[src/rtl/decode_stage_pkg.sv]
// Shared types and constants for the decode stage of the 16-bit MIPS-style core.
// Optional stall counter is enabled with DECODE_STALL_CNT_EN (see decode_stage).
package decode_stage_pkg;

    localparam logic [4:0]  HALT_OPCODE = 5'b00000;
    localparam logic [4:0]  NOP_OPCODE  = 5'b00001;
    localparam logic [15:0] NOP_INSTR   = {NOP_OPCODE, 11'b0};
    localparam int          NUM_REGS    = 8;

    localparam int OP_MSB = 15;
    localparam int OP_LSB = 11;
    localparam int RS_MSB = 10;
    localparam int RS_LSB = 8;
    localparam int RT_MSB = 7;
    localparam int RT_LSB = 5;

    typedef logic [2:0] reg_idx_t;

    typedef struct packed {
        logic [15:0] instr;
        logic [15:0] pc_next;
        logic        valid;
    } if_id_t;

endpackage

[src/rtl/decode_stage_regfile_bypass.sv]
// 8x16 register file: one synchronous write port, two async read ports
// with same-cycle write-back bypass. No hardwired zero register.
module decode_stage_regfile_bypass
    import decode_stage_pkg::*;
#(
    parameter int DEPTH = NUM_REGS
) (
    input  logic        clk,
    input  logic        rst,
    input  logic        wb_en,
    input  reg_idx_t    wb_reg,
    input  logic [15:0] wb_data,
    input  reg_idx_t    rs_idx,
    input  reg_idx_t    rt_idx,
    output logic [15:0] rs_data,
    output logic [15:0] rt_data
);

    logic [15:0] regs_q [DEPTH];
    logic [15:0] regs_d [DEPTH];

    always_comb begin
        regs_d = regs_q;
        if (wb_en) regs_d[wb_reg] = wb_data;
    end

    always_ff @(posedge clk or posedge rst) begin
        if (rst) regs_q <= '{default: '0};
        else     regs_q <= regs_d;
    end

    assign rs_data = (wb_en && wb_reg == rs_idx) ? wb_data : regs_q[rs_idx];
    assign rt_data = (wb_en && wb_reg == rt_idx) ? wb_data : regs_q[rt_idx];

endmodule

[src/rtl/decode_stage.sv]
// Decode stage: IF/ID register, load-use hazard, sticky halt, register file.
// Define DECODE_STALL_CNT_EN to build the saturating stall_count counter.
module decode_stage
    import decode_stage_pkg::*;
(
    input  logic        clk,
    input  logic        rst,
    input  logic [15:0] instr_in,
    input  logic [15:0] pc_next_in,
    input  logic        flush,
    input  logic        wb_en,
    input  logic [2:0]  wb_reg,
    input  logic [15:0] wb_data,
    input  logic        ex_memread,
    input  logic [2:0]  ex_rd,
    output logic        stall,
    output logic        valid_out,
    output logic [15:0] instr_out,
    output logic [15:0] pc_next_out,
    output logic [2:0]  rs_idx,
    output logic [2:0]  rt_idx,
    output logic [15:0] rs_data,
    output logic [15:0] rt_data,
    output logic [15:0] imm5_sext,
    output logic [15:0] imm8_sext,
    output logic [15:0] disp11_sext,
    output logic        halt,
    output logic [15:0] stall_count
);

    if_id_t ifid_q, ifid_d;
    logic   halted_q, halted_d;
    logic   hazard;

    assign instr_out   = ifid_q.instr;
    assign pc_next_out = ifid_q.pc_next;
    assign valid_out   = ifid_q.valid;

    assign rs_idx = instr_out[RS_MSB:RS_LSB];
    assign rt_idx = instr_out[RT_MSB:RT_LSB];

    // Both fields compared regardless of opcode: conservative on purpose.
    assign hazard = valid_out & ex_memread
                  & (ex_rd == rs_idx | ex_rd == rt_idx);
    assign stall  = hazard | halted_q;
    assign halt   = valid_out & (instr_out[OP_MSB:OP_LSB] == HALT_OPCODE);

    always_comb begin
        ifid_d = ifid_q;
        if (flush) begin
            ifid_d = '{instr: NOP_INSTR, pc_next: 16'h0000, valid: 1'b0};
        end else if (!stall) begin
            ifid_d = '{instr: instr_in, pc_next: pc_next_in, valid: 1'b1};
        end
    end

    // A flush in the halt cycle kills the HALT before it can stick.
    assign halted_d = halted_q | (halt & ~flush);

    always_ff @(posedge clk or posedge rst) begin
        if (rst) begin
            ifid_q   <= '{instr: NOP_INSTR, pc_next: 16'h0000, valid: 1'b0};
            halted_q <= 1'b0;
        end else begin
            ifid_q   <= ifid_d;
            halted_q <= halted_d;
        end
    end

    decode_stage_regfile_bypass u_regfile_bypass (
        .clk     (clk),
        .rst     (rst),
        .wb_en   (wb_en),
        .wb_reg  (wb_reg),
        .wb_data (wb_data),
        .rs_idx  (rs_idx),
        .rt_idx  (rt_idx),
        .rs_data (rs_data),
        .rt_data (rt_data)
    );

    assign imm5_sext   = {{11{instr_out[4]}},  instr_out[4:0]};
    assign imm8_sext   = {{8{instr_out[7]}},   instr_out[7:0]};
    assign disp11_sext = {{5{instr_out[10]}},  instr_out[10:0]};

`ifdef DECODE_STALL_CNT_EN
    logic [15:0] stall_count_q, stall_count_d;

    always_comb begin
        stall_count_d = stall_count_q;
        if (stall && !halted_q && stall_count_q != 16'hFFFF)
            stall_count_d = stall_count_q + 16'd1;
    end

    always_ff @(posedge clk or posedge rst) begin
        if (rst) stall_count_q <= 16'h0000;
        else     stall_count_q <= stall_count_d;
    end

    assign stall_count = stall_count_q;
`else
    assign stall_count = 16'h0000;
`endif

endmodule

[config.mk]
export PLATFORM = sky130hd
export DESIGN_NAME = decode_stage
export DESIGN_NICKNAME = d
export VERILOG_FILES = /design/src/rtl/decode_stage_pkg.sv /design/src/rtl/decode_stage_regfile_bypass.sv /design/src/rtl/decode_stage.sv
export SDC_FILE = /design/constraint.sdc
export NUM_CORES = 1
export LEC_CHECK = 0
export CORE_MARGIN = 2
export CORE_UTILIZATION = 35
export DETAILED_ROUTE_END_ITERATION = 10
export PLACE_DENSITY = 0.65
export SLEW_MARGIN = 20
export SYNTH_ARGS = -nofsm -noshare
export SYNTH_HDL_FRONTEND = slang
export SYNTH_HIERARCHICAL = 1
export SYNTH_SLANG_ARGS = --single-unit
[constraint.sdc]
create_clock -name clk -period 12.9 [get_ports clk]
set_input_delay 2.58 -clock clk [delete_from_list [all_inputs] [get_ports clk]]
set_output_delay 2.58 -clock clk [all_outputs]
set_load 0.05 [all_outputs]
==> results of run 1 <==
## cells in the final DEF (no fill, tap or decap), types with 4 or more instances in the layout
cell,n
mux4_2,50
xnor2_1,12
dfrtp_1,157
a22o_2,29
mux2_2,185
clkbuf_16,17
dfrtp_2,4
mux4_1,14
buf_4,18
inv_8,5
inv_1,4
clkdlybuf4s50_1,179
conb_1,16
mux2_4,7
## report_power, final
group / internal (uW) / switching [uW] / leakage, uW
clock: 260 / 239 / 0.000287
sequential: 623 / 104 / 0.00198
combinational: 566 / 739 / 0.00228
## kinds of logic (layout without fill, tap and decap cells)
kind of cell	count (synthesis)	count (layout)	synth area share (%)
buffers and inverters	131	234	9.89
AND/OR/NAND/NOR	23	23	2.15
AO/OA/AOI/OAI	36	36	3.72
XOR/XNOR	12	12	1.13
multiplexers	256	256	39.5
other	1	16	0.0403
flip-flops	162	162	43.5
## registers in the layout, indices dropped and copies added, names as in the netlist
| register | count |
|---|---|
| pc_next_out | 16 |
| instr_out | 16 |
| valid_out | 1 |
| u_regfile_bypass/regs_q | 128 |
| halted_q | 1 |
## path summary, 6_finish.rpt
kind / end / slack (ps) / cells past startpoint
worst max-delay path: rt_data[8] / 4740 / 6
worst min-delay path: pc_next_out[15]$_DFFE_PP0P_ / 510 / 1
worst max register to register: instr_out[8]$_DFFE_PP0P_ / 10230 / 6
worst min register to register: pc_next_out[15]$_DFFE_PP0P_ / 510 / 1
max in group asynchronous: u_regfile_bypass/regs_q[76]$_DFFE_PP0P_ / 8880 / 3
min in group asynchronous: instr_out[10]$_DFFE_PP0P_ / 2380 / 2
## worst max-delay path, delay by kind of cell
kind,cells,cell delay (ps)
xor+xnor,1,170
mux,1,250
simple gates,1,580
buf+inv,3,1990
## final cells by class
type	count	area, sq um
Inverter	5	21.3
Tap cell	335	419
Timing Repair Buffer	197	1930
Sequential cell	162	4060
Fill cell	2351	14600
Clock buffer	17	425
Multi-Input combinational cell	343	4390
Clock inverter	15	165
## through the flow
stage,power (uW),std cells,util [%]
6_report,2530,1074,43.8
5_1_grt,2650,1074,43.8
4_1_cts,2560,1074,43.8
3_5_place_dp,2050,1042,41.5
3_3_place_gp,2040,1042,41.5
2_1_floorplan,1740,636,-
## routing by layer
metal	routed length [um]	share of wire (%)	vias to the layer above	global-route usage [%]
met3	1510	6.7	12	4.33
li1	-	-	2476	-
met2	10900	48	182	26.8
met5	0	0	-	0
met1	9980	44	2902	22.3
met4	173	0.77	0	3.72
==> impl_metrics.yaml, run 1 <==
run_status:
  run_status: "completed"
yosys:
  post_syn_area_per_cell_sq_um: 15.0
  syn-instance-count: 621
  post_synth_main_area_contributors: "dfrtp_1 (43%), mux2_2 (22%), mux4_2 (12%)"
  yosysMostFrequentCell: "mux2_2"
  ys_dominant_reg_cell: "dfrtp_1"
  netlist-cell-type-count: 36
  postSynth.asyncResetShare_pct: 100
  postSynthRegisterBits: 162
  most_instantiated_cells_after_synthesis: "mux2_2 (185), dfrtp_1 (161), buf_4 (74)"
  netlist.top_cell.by_area: "dfrtp_1"
  sequential_to_total_area_share_from_yosys_stat_pct: 43.5
  yosysWarnings: 6
  mappedNetlistArea_sq_um: 9310
  yosysTopAreaCellShare_pct: 43.3
  synth_edf_count: 0
drt:
  postRouteWirelength_mm: 22.5
  initialDrtViolationCount: 352
  drt_pass1_iterations: 4
  routed_wire_length_per_instance_um: 21.0
  route.detailed.vias_per_inst: 5.19
  route.vias.total: 5572
  drt_drc_violations_left: 0
  drtAntennaViolNets: 0
global_route:
  grt.total_usage_pct: 16.5
  grt_first_pass_wirelength_mm: 35.4
  grt_antenna_before_repair: 0
  grt_max_degree: 75
  grt_pass1_vias: 5898
  global_route.overflow_total: 0
timing:
  hold_ws_ps: 507
  finClkSkew_ps: 13.4
  timing.fmax_mhz: 123
  final.setup.tns_ps: 0
  setup_repair_after_global_routing_missed_its_margin: "false"
  final_critical_path_setup_slack_ps: 4740
  min_period_over_period_pct: 63.2
  slew_violations: 0
  setup-violations-final: 0
  final-hold-violation-count: 0
  final.min_clock_period_ps: 8160
  worst-slew-pin-transition_ps: 1070
  timing.slew.headroom_pct: 28.3
cts:
  hold_buffers: 0
  clock-root-buffer: "clkbuf_16"
  cts_inserted_buffers: 17
  cts_setup_buffers: 0
  ctsHtreeMaxLevel: 4
  cts-root-to-sink-buffers: 2
  post_cts_resized: 0
  clock_sink_count: 162
  clock_latency_ps: 430
  cts_tree: "done"
  clock_transition_at_the_registers_of_the_reported_paths_ps: 80
finish:
  syn2layout_area_growth_pct: 22.5
  final_layout_size_suffix_gt1_share_pct: 45.5
  final_net_count: 785
  layout.cell_area.non_filler_sq_um: 11400
  antenna_cells_inserted: 0
place:
  io_buffers: 179
  post_dp_cell_area_sq_um: 10800
  detailed_place_hpwl_mm: 14.4
  setup_slack_at_placement_ps: 4720
  routabilityCongestion: 0.739
run:
  max-cap-violations: 0
worst_setup_path:
  worst_path_largest_cell_delay_ps: 800
  path_class: "in -> out"
  critPathArrivalTime_ps: 5580
  worst_setup_path_end_kind: "primary output"
  critPathRequiredTime_ps: 10320
  r2r-start: "instr_out[9]$_DFFE_PP0P_"
  crit_slowest_cell: "clkdlybuf4s50_1"
  start_kind: "primary input"
  worstSetupStartpoint: "wb_reg[0]"
  timing.critical_path.cells: "clkdlybuf4s50_1 -> xnor2_1 -> nand4_1 -> buf_4 -> mux2_2 -> clkdlybuf4s50_1"
  critPathMostFrequentCell: "clkdlybuf4s50_1"
  crit_fanout: 10
floorplan:
  die_height_um: 167
  dieArea_sq_um: 27900
  placeableCoreArea_sq_um: 26100
  floorplan.die.width_um: 167
  floorplan.rows: 59
  pin_count: 196
  floorplan.initialDensity_pct: 35.7
power_and_ir_drop:
  static_power_due_to_leakage_uw: 0.00454
  power_density_nw_per_um2: 222
  ir_worst_vdd_v: 0.000154
min_path:
  hold_class: "reg -> reg"
  worstHoldStart: "pc_next_out[15]$_DFFE_PP0P_"
(Power assumes the default switching activity.)
==> inputs of run 2 (changes only) <==
- clock period: 12.9 -> 8.05 ns (I/O delays scaled with it)
==> run 2 against run 1 <==
- total power up 61%
- combinational power up 61%
- sequential cell count unchanged
- setup slack worse by 2900 ps
- sequential share of layout area about the same
- non-clock buffer count unchanged
- clock power up 61%
- routed wire length up 0.55%
- count of clock-buffer cells in the layout unchanged
- die area unchanged
- critical endpoint is now rt_data[7]
- largest cell class unchanged
- largest power group unchanged
- highest routed layer unchanged
==> impl_metrics.yaml, run 2 (synthesis gave the netlist of run 1 again) <==
cts:
  clock-root-buffer: "clkbuf_16"
  clock_sink_count: 162
  cts_tree: "done"
  clock_transition_at_the_registers_of_the_reported_paths_ps: 70
  hold_buffers: 0
  post_cts_resized: 0
  ctsHtreeMaxLevel: 4
  cts_setup_buffers: 0
  cts-root-to-sink-buffers: 2
  cts_inserted_buffers: 17
  clock_latency_ps: 430
floorplan:
  floorplan.initialDensity_pct: 35.7
  placeableCoreArea_sq_um: 26100
  dieArea_sq_um: 27900
  floorplan.die.width_um: 167
  pin_count: 196
  floorplan.rows: 59
  die_height_um: 167
worst_setup_path:
  crit_slowest_cell: "clkdlybuf4s50_1"
  start_kind: "primary input"
  setup.reg_to_reg.worst_slack_ps: 5380
  r2r_cells: 6
  path_class: "in -> out"
  crit_fanout: 10
  timing.critical_path.cells: "clkdlybuf4s50_1 -> xnor2_1 -> nand4_1 -> buf_4 -> mux2_2 -> clkdlybuf4s50_1"
  regToRegEndpoint: "pc_next_out[8]$_DFFE_PP0P_"
  worst_path_largest_cell_delay_ps: 800
  worst_setup_path_end_kind: "primary output"
  timing.critical_path.max_delay_family: "buffers and inverters"
  r2r-start: "instr_out[9]$_DFFE_PP0P_"
  critPathRequiredTime_ps: 6440
  cp.buffers_inverters: 3
  critPathMostFrequentCell: "clkdlybuf4s50_1"
  critical_path_depth: 6
  critPathArrivalTime_ps: 4610
place:
  detailed_place_hpwl_mm: 14.3
  dp_cells: 1042
  post_dp_cell_area_sq_um: 10800
  io_buffers: 179
  setup_slack_at_placement_ps: 1780
  routabilityCongestion: 0.740
power_and_ir_drop:
  power_density_nw_per_um2: 356
  static_power_due_to_leakage_uw: 0.00454
  ir_worst_vdd_v: 0.000274
timing:
  finClkSkew_ps: 11.4
  final.min_clock_period_ps: 6220
  final-hold-violation-count: 0
  slew_violations: 0
  setup-violations-final: 0
  final.setup.tns_ps: 0
  worst-slew-pin-transition_ps: 1070
  min_period_over_period_pct: 77.3
  hold_ws_ps: 509
  timing.slew.headroom_pct: 28.4
  final_critical_path_setup_slack_ps: 1830
  setup_repair_after_global_routing_missed_its_margin: "false"
  timing.fmax_mhz: 161
min_path:
  hold-path-cell-count: 1
  min_delay_worst_endpoint: "pc_next_out[15]$_DFFE_PP0P_"
  worstHoldStart: "pc_next_out[15]$_DFFE_PP0P_"
  hold_class: "reg -> reg"
finish:
  layout.cell_area.non_filler_sq_um: 11400
  final_layout_size_suffix_gt1_share_pct: 45.5
  antenna_cells_inserted: 0
  leading_cell_type_in_the_layout_fill_and_taps_excluded: "mux2_2"
  number_of_flip_flops_in_the_largest_register: 128
  layout_common_cells: "mux2_2 (185), clkdlybuf4s50_1 (179), dfrtp_1 (157)"
  fillerInstances: 2389
  final_net_count: 785
  syn2layout_area_growth_pct: 22.4
  largest_register: "u_regfile_bypass/regs_q"
  post_layout_nonfiller_instances: 1074
global_route:
  grt_max_degree: 75
  grt_pass1_vias: 5950
  grt.total_usage_pct: 16.5
  grt_first_pass_wirelength_mm: 35.4
  grt_antenna_before_repair: 0
  global_route.overflow_total: 0
drt:
  route.vias.total: 5607
  drt_pass1_iterations: 4
  route.detailed.vias_per_inst: 5.22
  wl_met3_mm: 1.10
  drt_drc_violations_left: 0
  met1_length_mm: 10.4
  drtAntennaViolNets: 0
  met2_length_mm: 11.0
  routed_wire_length_per_instance_um: 21.1
  postRouteWirelength_mm: 22.7
  top_signal_layer_used: "met4"
  initialDrtViolationCount: 381
run:
  max-cap-violations: 0
run_status:
  run_status: "completed"
run 2: cell count changes in the layout (fill, tap and decap cells not counted), sizes merged:
cell	change
clkinv	-4
inv	+4
run 2: layer usage:
| metal | GRT usage (%) | vias to the layer above |
|---|---|---|
| met4 | 3.57 | 0 |
| li1 | - | 2465 |
| met5 | 0 | - |
| met3 | 4.23 | 15 |
| met2 | 26.9 | 149 |
| met1 | 22.5 | 2978 |
run 2: layout make-up:
type | instances | area, sq um | share of cell area [%]
flip-flops and latches | 162 | 4060 | 35.6
repair buffers | 197 | 1930 | 16.9
clock inverters | 15 | 158 | 1.38
multi-input cells | 343 | 4390 | 38.5
inverters | 5 | 21.3 | 0.187
well taps | 335 | 419 | 3.68
clock buffers | 17 | 425 | 3.73
run 2: worst max path at each step:
stage	startpoint	end	slack, ps
finish	wb_reg[1]	rt_data[7]	1830
global placement	wb_reg[0]	rs_data[7]	1810
global route	wb_reg[1]	rs_data[7]	1660
floorplan	rst	u_regfile_bypass/regs_q[0]$_DFFE_PP0P_	3030
CTS	wb_reg[1]	rs_data[7]	1770
detailed placement	wb_reg[1]	rs_data[7]	1780
run 2: report_power, final:
part	internal (uW)	leakage, uW	switching (uW)
clock network	419	0.000287	385
logic	907	0.00228	1190
registers	999	0.00198	168
total	2330	0.00454	1740
run 2: stage by stage:
step | util [%] | power, uW
finish | 43.8 | 4060
global route | 43.8 | 4250
CTS | 43.8 | 4110
detailed placement | 41.5 | 3290
global placement | 41.5 | 3270
floorplan | - | 2790
==> inputs of run 3 (changes only) <==
- clock period: 8.05 -> 5.8 ns (I/O delays scaled with it)
==> run 3 against run 2 <==
- non-clock buffer count increased by 4
- routed wire length increased by 0.49%
- final area increased by 0.11%
- highest routed layer unchanged
- clock power increased by 41%
- critical path depth unchanged
- sequential cell count unchanged
- global-route usage increased by 0.13 points
- clock skew decreased by 3.8 ps
- largest cell class unchanged
- count of clock-buffer cells in the layout increased by 2
- worst hold slack improved by 1.6 ps
- critical endpoint is now rs_data[8]
- total power increased by 39%
- combinational power increased by 36%
==> impl_metrics.yaml, run 3 (synthesis gave the netlist of run 1 again) <==
run_status:
  run_status: "completed"
place:
  routabilityCongestion: 0.721
  setup_slack_at_placement_ps: 703
  dp_cells: 1046
  detailed_place_hpwl_mm: 14.5
  io_buffers: 179
timing:
  setup-violations-final: 0
  min_period_over_period_pct: 87.8
  setup_repair_after_global_routing_missed_its_margin: "false"
  final.setup.tns_ps: 0
  final-hold-violation-count: 0
  finClkSkew_ps: 7.60
  timing.slew.headroom_pct: 42.7
  timing.fmax_mhz: 196
  worst-slew-pin-transition_ps: 859
  final.min_clock_period_ps: 5090
  slew_violations: 0
  hold_ws_ps: 511
  final_critical_path_setup_slack_ps: 706
finish:
  final_layout_size_suffix_gt1_share_pct: 47.6
  final_net_count: 789
  leading_cell_type_in_the_layout_fill_and_taps_excluded: "mux2_2"
  post_layout_nonfiller_instances: 1078
  antenna_cells_inserted: 0
  layout_common_cells: "mux2_2 (185), clkdlybuf4s50_1 (165), dfrtp_1 (157)"
  number_of_flip_flops_in_the_largest_register: 128
  syn2layout_area_growth_pct: 22.6
  largest_register: "u_regfile_bypass/regs_q"
drt:
  route.detailed.vias_per_inst: 5.17
  postRouteWirelength_mm: 22.8
  drtAntennaViolNets: 0
  drt_drc_violations_left: 0
  routed_wire_length_per_instance_um: 21.1
  route.vias.total: 5576
  drt_pass1_iterations: 4
  initialDrtViolationCount: 312
floorplan:
  die_height_um: 167
  pin_count: 196
  floorplan.initialDensity_pct: 35.7
  placeableCoreArea_sq_um: 26100
  dieArea_sq_um: 27900
  floorplan.die.width_um: 167
  floorplan.rows: 59
cts:
  clock_sink_count: 162
  clock_transition_at_the_registers_of_the_reported_paths_ps: 70
  cts_tree: "done"
  clock_latency_ps: 430
  clock-root-buffer: "clkbuf_16"
  cts-root-to-sink-buffers: 2
  post_cts_resized: 0
  hold_buffers: 0
  ctsHtreeMaxLevel: 4
  cts_inserted_buffers: 17
  cts_setup_buffers: 0
worst_setup_path:
  worst_setup_path_end_kind: "primary output"
  critPathRequiredTime_ps: 4640
  crit_fanout: 10
  critPathArrivalTime_ps: 3930
  crit_slowest_cell: "clkdlybuf4s50_1"
  timing.critical_path.cells: "clkdlybuf4s50_1 -> xnor2_1 -> nand4_2 -> buf_4 -> mux2_2 -> clkdlybuf4s50_1"
  start_kind: "primary input"
  timing.critical_path.max_delay_family: "buffers and inverters"
  path_class: "in -> out"
  critPathMostFrequentCell: "clkdlybuf4s50_1"
  worst_path_largest_cell_delay_ps: 800
  cp.buffers_inverters: 3
power_and_ir_drop:
  power_density_nw_per_um2: 494
  static_power_due_to_leakage_uw: 0.00457
  ir_worst_vdd_v: 0.000313
global_route:
  grt_first_pass_wirelength_mm: 35.4
  grt_antenna_before_repair: 0
  grt_pass1_vias: 5806
  grt_max_degree: 80
  grt.total_usage_pct: 16.7
  global_route.overflow_total: 0
run:
  max-cap-violations: 0
min_path:
  hold_class: "reg -> reg"
run 3: changes by cell type in the layout (fill, tap and decap cells not counted), moves of 2 or more:
cell	before	now
buf_4	18	35
bufinv_16	0	2
clkinvlp_4	1	4
clkdlybuf4s50_1	179	165
inv_8	8	0
clkinv_4	1	4
run 3: worst register-to-register path, cell delays in order (launching register included):
cell and delay [ps]:
dfrtp_2 680, buf_4 510, xnor2_1 160, and4b_1 250, nor4_4 270, buf_4 370
a22o_1 220
run 3: per-layer routing:
layer / vias up / track usage [%] / wire length, um
met5: - / 0 / 0
met4: 0 / 3.01 / 164
met3: 12 / 4.44 / 1250
met2: 154 / 26.8 / 10900
met1: 2933 / 23.0 / 10500
li1: 2477 / - / -
run 3: path summary, 6_finish.rpt:
kind / startpoint / end / slack [ps] / cells past startpoint
max reg2reg: instr_out[5]$_DFFE_PP0P_ / instr_out[5]$_DFFE_PP0P_ / 3280 / 6
min reg2reg: pc_next_out[15]$_DFFE_PP0P_ / pc_next_out[15]$_DFFE_PP0P_ / 510 / 1
max in group asynchronous: rst / u_regfile_bypass/regs_q[77]$_DFFE_PP0P_ / 3950 / 3
max: wb_reg[1] / rs_data[8] / 710 / 6
min in group asynchronous: rst / u_regfile_bypass/regs_q[88]$_DFFE_PP0P_ / 970 / 2
min: pc_next_out[15]$_DFFE_PP0P_ / pc_next_out[15]$_DFFE_PP0P_ / 510 / 1
run 3: area by class of cell:
class / instances / area, sq um
Sequential cell: 162 / 4060
Tap cell: 335 / 419
Clock inverter: 13 / 151
Inverter: 5 / 21.3
Multi-Input combinational cell: 343 / 4400
Clock buffer: 19 / 443
Timing Repair Buffer: 201 / 1930
Fill cell: 2404 / 14600
run 3: report_power, final:
group	total, uW	internal [uW]	switching (uW)
clock network	1130	652	480
registers	1660	1390	271
logic	2850	1240	1610
total	5640	3280	2360
run 3: through the flow:
step                utilization (%)  total power [uW]  instance area, sq um
floorplan                         -              3880                  9370
global placement               41.5              4530                 10800
detailed placement             41.5              4550                 10800
CTS                            43.8              5700                 11400
global route                   43.8              5900                 11400
finish                         43.8              5640                 11400
